### src/rtl/control_unit.sv
// control_unit: multi-cycle fetch/decode/execute sequencer for the TinyCPU 8-bit datapath.
// 1-byte instructions take 3 cycles, 2-byte (LDI/JMP/JZ) take 4; no backpressure, start ignored while busy.
module control_unit #(
    parameter logic [7:0] RESET_PC = 8'h00
) (
    input  logic       clk,
    input  logic       rst_n,
    input  logic       start,
    output logic [7:0] imem_addr,
    input  logic [7:0] imem_data,
    output logic [2:0] alu_opcode,
    output logic [7:0] alu_a,
    output logic [7:0] alu_b,
    input  logic [7:0] alu_result,
    input  logic       alu_zero,
    output logic       busy,
    output logic       halted,
    output logic [7:0] acc_dbg
);
    typedef enum logic [2:0] {
        S_IDLE,
        S_FETCH,
        S_DECODE,
        S_OPFETCH,
        S_EXEC,
        S_HALTED
    } state_t;

    state_t          state_q;
    logic [7:0]      pc_q;
    logic [7:0]      ir_q;
    logic [7:0]      acc_q;
    logic [3:0][7:0] regs_q;
    logic            z_q;
    logic            busy_q;
    logic            halted_q;

    logic [7:0]      pc_inc;
    logic            unused_ir_bit;

    // LDI, JMP and JZ carry an immediate byte after the opcode
    function automatic logic is_two_byte(input logic [7:0] op);
        return (op[7:6] == 2'b01) || ((op[7:6] == 2'b11) && !op[5]);
    endfunction

    assign pc_inc        = pc_q + 8'd1;
    assign unused_ir_bit = ir_q[2];

    assign imem_addr  = pc_q;
    assign alu_opcode = ir_q[5:3];
    assign alu_a      = acc_q;
    assign alu_b      = regs_q[ir_q[1:0]];
    assign busy       = busy_q;
    assign halted     = halted_q;
    assign acc_dbg    = acc_q;

    always_ff @(posedge clk) begin
        if (!rst_n) begin
            state_q  <= S_IDLE;
            pc_q     <= RESET_PC;
            ir_q     <= 8'h00;
            acc_q    <= 8'h00;
            regs_q   <= '0;
            z_q      <= 1'b0;
            busy_q   <= 1'b0;
            halted_q <= 1'b0;
        end else begin
            case (state_q)
                S_IDLE, S_HALTED: begin
                    if (start) begin
                        pc_q     <= RESET_PC;
                        state_q  <= S_FETCH;
                        busy_q   <= 1'b1;
                        halted_q <= 1'b0;
                    end
                end
                S_FETCH: state_q <= S_DECODE;
                S_DECODE: begin
                    ir_q    <= imem_data;
                    pc_q    <= pc_inc;
                    state_q <= is_two_byte(imem_data) ? S_OPFETCH : S_EXEC;
                end
                S_OPFETCH: state_q <= S_EXEC;
                S_EXEC: begin
                    // imem_data holds the immediate here for two-byte instructions
                    state_q <= S_FETCH;
                    case (ir_q[7:6])
                        2'b00: begin
                            acc_q <= alu_result;
                            z_q   <= alu_zero;
                        end
                        2'b01: begin
                            acc_q <= imem_data;
                            z_q   <= (imem_data == 8'h00);
                            pc_q  <= pc_inc;
                        end
                        2'b10: regs_q[ir_q[1:0]] <= acc_q;
                        2'b11: begin
                            case (ir_q[5:4])
                                2'b00: pc_q <= imem_data;
                                2'b01: pc_q <= z_q ? imem_data : pc_inc;
                                2'b10: begin
                                end
                                2'b11: begin
                                    state_q  <= S_HALTED;
                                    busy_q   <= 1'b0;
                                    halted_q <= 1'b1;
                                end
                            endcase
                        end
                    endcase
                end
                default: begin
                    state_q  <= S_IDLE;
                    busy_q   <= 1'b0;
                    halted_q <= 1'b0;
                end
            endcase
        end
    end
endmodule

### config.mk
export PLATFORM = sky130hd
export DESIGN_NAME = control_unit
export DESIGN_NICKNAME = d
export VERILOG_FILES = /design/src/rtl/control_unit.sv
export SDC_FILE = /design/constraint.sdc
export NUM_CORES = 1
export LEC_CHECK = 0
export BUFFER_PORTS_ARGS = -buffer_cell sky130_fd_sc_hd__buf_2
export CELL_PAD_IN_SITES_DETAIL_PLACEMENT = 1
export CELL_PAD_IN_SITES_GLOBAL_PLACEMENT = 1
export CORE_ASPECT_RATIO = 1.1
export CORE_MARGIN = 2
export CORE_UTILIZATION = 40
export DETAILED_ROUTE_END_ITERATION = 16
export PLACE_DENSITY_LB_ADDON = 0.1
export REMOVE_ABC_BUFFERS = 1
export SYNTH_ARGS = -nofsm -noshare
export SYNTH_HDL_FRONTEND = slang
export SYNTH_SLANG_ARGS = --single-unit
### constraint.sdc
create_clock -name clk -period 2.4 [get_ports clk]
set_input_delay 0.24 -clock clk [delete_from_list [all_inputs] [get_ports clk]]
set_output_delay 0.24 -clock clk [all_outputs]
set_load 0.1 [all_outputs]
== Yosys cells after proc, flatten, opt, wreduce, memory -nomap -nowiden ==
Cells that the tools add are included.
Storage, ports and cells
  flip-flop bits (word level): 62
  output and inout bits: 37
Cells by class
  $add $sub $neg: 1
  $lt $le $gt $ge: 2
  eq/ne operators: 17
  muxes and demuxes: 25
  bitwise gates (word level): 1
  reductions and logical operators: 16
Operators by type and width (count)
  one-hot mux 8 bit (2 select lines): 3
  bitwise mux 32 bit: 1
  2-to-1 mux 8 bit: 4
  one-hot mux 8 bit (3 select lines): 1
  binary-select mux 8 bit (select 2 bit): 1
  demux 8 bit (select 2 bit): 1
  one-hot mux 3 bit (5 select lines): 1
  2-to-1 mux 3 bit: 4
  adder 8 x 1 -> 8 bit (second input constant): 1
  equality test 2 bit (second input constant): 4
  zero test 8 bit: 1
  AND reduction 4 bit: 2
  equality test 2 x 1 -> 1 bit (second input constant): 3
  equality test 3 x 2 -> 1 bit (second input constant): 2
  equality test 3 bit (second input constant): 2
  2-to-1 mux 1 bit: 6
  != test 2 bit (second input constant): 3
  one-hot mux 1 bit (3 select lines): 2
  zero test 2 bit: 2
  != test 4 x 2 -> 1 bit (second input constant): 1
  AND reduction 2 bit: 2
  equality test 3 x 1 -> 1 bit (second input constant): 1
  zero test 3 bit: 1
  less-than comparator 2 x 3 -> 1 bit (second input constant): 1
  11 further kinds: 12

== Logic depth before layout (Yosys ltp) ==
  depth after elaboration: 5
  depth in mapped cells: 8
  depth with buffers taken out: 5

== Worst setup path before layout ==
OpenSTA, ideal clock, no wires.
  path type: register -> register
  start: register pc_q[0] (netlist: imem_addr[0])
  end: register pc_q[4] (netlist: imem_addr[4])
  arrival time: 2.240 ns
  data required time: 2.341 ns
  slack: 0.101 ns
  cell stages (with the launch flop): 6
  period minus slack after synthesis: 2.299 ns
  cells stage by stage: dfxtp_1 ha_1 nand3_1 xor2_1 a2111oi_0 o31a_1
Between the ends
  longest elaborated chain between the ends: 5
RTL lines
  from (decl): line 30  | logic [7:0] pc_q;
  from (signal assigned): line 80  | pc_q <= pc_inc;
  from (signal assigned): line 95  | pc_q <= pc_inc;
  from (signal assigned): line 100  | 2'b00: pc_q <= imem_data;
  adder 8 x 1 -> 8 bit (*): line 46  | assign pc_inc = pc_q + 8'd1;
  2-to-1 mux 8 bit: line 101  | 2'b01: pc_q <= z_q ? imem_data : pc_inc;
  one-hot mux 8 bit (2 select lines): line 99  | case (ir_q[5:4])
  one-hot mux 8 bit (2 select lines): line 87  | case (ir_q[7:6])
  one-hot mux 8 bit (3 select lines) (*): line 68  | case (state_q)
Mark *: on every way between the ends. The rest lies on a longest branch, timed or not.
A chain may end at the register's enable or synchronous reset.

== Final worst setup path ==
  start: register ir_q[1]
  end: output alu_b[1]
Between the ends
  longest elaborated chain between the ends: 2
RTL lines
  from (decl): line 31  | logic [7:0] ir_q;
  from (signal assigned): line 79  | ir_q <= imem_data;
  binary-select mux 8 bit (select 2 bit): line 52  | assign alu_b = regs_q[ir_q[1:0]];
  2-to-1 mux 8 bit (implied by the code): line 52
  to (decl): line 13  | output logic [7:0] alu_b,
Every way passes these cells. The select of a mux whose other input is x is not followed.

==> metrics.txt <==
fin crit period 2.10 ns; Max clock buf depth 2; met3 WL post-DR 253 um; Final Max Slew Viols 0; Pre-antenna DRT Iters 4; area of the die about 8600 um2; Die Span Y between 90 and 100 um; worst r2r dst imem_addr[2]; Syn-to-layout area delta 15.5%; ys async rst share 0%; Tightest Hold Check Type input pin to register; average wire per standard cell 15.9 um; Placer Congestion 0.813; Reg clk slew, reported paths 0.07 ns; via density per instance roughly 5.2; Post-synth top flop dfxtp_1; DR top layer met4; WP data required around 2.2 ns; Register-to-Register Path Depth 5; Global Route Usage Sum 18.9%; Fin. Hold Viols 0; Cells on Worst Hold Path 3; RSZ-0062 raised after global routing no; crit path capture type primary output; nets@finish roughly 400; FF-to-FF setup slack 0.53 ns; met2 wire length 3820 um; post-synth cell types 45; Cell Chain, Critical Path mux4_2, buf_2; max_slew headroom 52.6%; CTS resizes 1; Critical Path Start ir_q[1]; syn avg cell area 9.41 um2; FP Rows 33; WL final 7780 um; DRC violations left 0; starting density of the core 41.6%; Post-CTS Setup Bufs 0; htree depth 3; post-route cell area roughly 3600 um2; crit path launch type register; # IOs 57; Yosys reg bits a little over 60; outcome complete, no violations; crit path kind register to primary output; Root Buffer clkbuf_8; area post-placement around 3400 um2; Port Buffers 56; Core ar. 7560 um2; Ant. Diodes 0; hold_sp imem_data[6]; Iteration-0 DRC Markers 59; clock latency on the worst-skew pair 0.33 ns; CTS tree done; Synth Instances 334; Max IR drop VDD 253 uV; clk sink count 61; CTS Buf Count 9; Leakage 1.67 nW; Synth warnings 0; Hold EP ir_q[6]; part of the Yosys area used for sequential elements 38.9%; hold buffers post-CTS 0; # fillers 912; chip width 88.5 um; Final ANT Viol Nets 0; worst stage delay on the critical path about 0.78 ns; setup_tns 0 ns; Slew @ Worst Pin 0.709 ns; max-cap viol count 0; PwrDens 692 nW/um2; Peak Freq 475 MHz; GRT Residual Overflow 0; final setup skew ~0.0059 ns; M1 WL 3640 um; Worst Path Arrival 1.86 ns; Tcrit/Tclk final 87.7%; Slowest-stage cell, CP dfxtp_1; antenna violations before repair 0; Mapped Area 3140 um2; vias in the first global route between 2000 and 3000; share of post-route cells with drive strength above 1 25.1%; largest net degree at the start of global routing 34; final setup fails 0; first-pass GRT wire length 12700 um; total number of vias 2519; worst-path fanout max 13; Post-synth EDFFs 0; dpl hpwl 5460 um; R2R Path Start state_q[0]
==> cell usage after synthesis, types with 4 or more instances <==
cell | number | share of area, %
buf_4 | 11 | 2.6
clkbuf_1 | 17 | 2.0
a21boi_0 | 11 | 2.6
inv_1 | 6 | 0.72
nand2_1 | 32 | 3.8
a21oi_1 | 9 | 1.4
nand3_1 | 6 | 0.96
and2_1 | 6 | 1.2
mux2i_1 | 39 | 12
xor2_1 | 4 | 1.1
nor2b_1 | 32 | 6.4
dfxtp_1 | 61 | 39
o211a_1 | 8 | 2.5
o21ai_0 | 11 | 1.8
nor2_1 | 17 | 2.0
mux4_2 | 8 | 5.7
nand2b_1 | 6 | 1.2
==> power breakdown <==
group / internal (W) / total [W] / switching, W
Sequential: 0.00105 / 0.00110 / 0.0000550
Combinational: 0.000140 / 0.000587 / 0.000447
Clock: 0.000430 / 0.000821 / 0.000391
==> layout make-up <==
| type | count | area, um2 | share of cell area [%] |
|---|---|---|---|
| clock buffer | 13 | 159 | 4.38 |
| multi-input combinational | 233 | 1710 | 47.1 |
| tap | 105 | 131 | 3.62 |
| clock inverter | 3 | 20.0 | 0.552 |
| inverter | 6 | 22.5 | 0.621 |
| timing repair buffer | 67 | 363 | 10.0 |
| sequential | 61 | 1220 | 33.7 |
==> state kept, by name (all words and copies together) (netlist names) <==
signal     cells
imem_addr      8
z_q            1
ir_q           7
regs_q        32
state_q        3
halted         1
busy           1
acc_dbg        8
==> layout by cell type (no fill, tap or decap), types with 3 or more instances in the layout <==
master / netlist / layout
mux4_2: 8 / 8
nor3b_1: 3 / 3
a21oi_1: 9 / 9
a21boi_0: 11 / 11
o211a_1: 8 / 8
inv_1: 6 / 6
nor2_1: 17 / 17
nand3b_1: 3 / 3
dfxtp_1: 61 / 60
o221ai_1: 3 / 3
buf_4: 11 / 11
nor2b_1: 32 / 32
o21ai_0: 11 / 11
nor3_1: 3 / 3
xor2_1: 4 / 4
mux2i_1: 39 / 39
nand2b_1: 6 / 6
a22oi_1: 3 / 3
nand2_1: 32 / 32
buf_2: 3 / 56
and2_1: 6 / 6
nand3_1: 6 / 6
clkbuf_8: 0 / 11
==> critical path: cells and delay by family (launching register included) <==
kind                   cells  cell delay (ns)
buffers and inverters      1             0.42
flip-flops                 1             0.78
multiplexers               1             0.33
==> cell families after synthesis <==
logic type | Yosys count | share of synthesized area, %
muxes | 47 | 18.2
xor gates and xnor gates | 4 | 1.11
AOI/OAI and AO/OA | 61 | 14.0
adders and majority gates | 1 | 0.398
buffers and inverters | 40 | 6.69
DFF | 61 | 38.9
and+or+nand+nor | 120 | 20.8
==> worst max-delay path by stage <==
stage	endpoint	slack, ns	cells after the start
final	alu_b[1]	0.30	2
after global routing	alu_b[1]	0.21	2
after CTS	alu_b[1]	0.26	2
after detailed placement	alu_b[1]	0.35	2
after global placement	alu_b[1]	0.38	2
after floorplan	imem_addr[4]	0.10	5
==> routing by layer <==
layer	vias to the layer above	track usage, %
met1	1211	24.9
li1	1257	-
met5	-	0
met3	6	3.16
met4	0	5.24
met2	45	31.7
==> metrics by stage <==
| step | util [%] | hold WS [ns] | setup WS [ns] | total power [W] | instances |
|---|---|---|---|---|---|
| final | 48.0 | 0.196 | 0.296 | 0.00251 | 488 |
| after global routing | 48.0 | 0.222 | 0.206 | 0.00264 | 488 |
| after CTS | 48.0 | 0.182 | 0.255 | 0.00255 | 488 |
| after detailed placement | 45.6 | 0.479 | 0.349 | 0.00172 | 472 |
| after global placement | 45.6 | 0.472 | 0.377 | 0.00171 | 472 |
| after floorplan | - | 0.358 | 0.101 | 0.00156 | 300 |
Note: power is estimated with default switching activity, not from simulation.
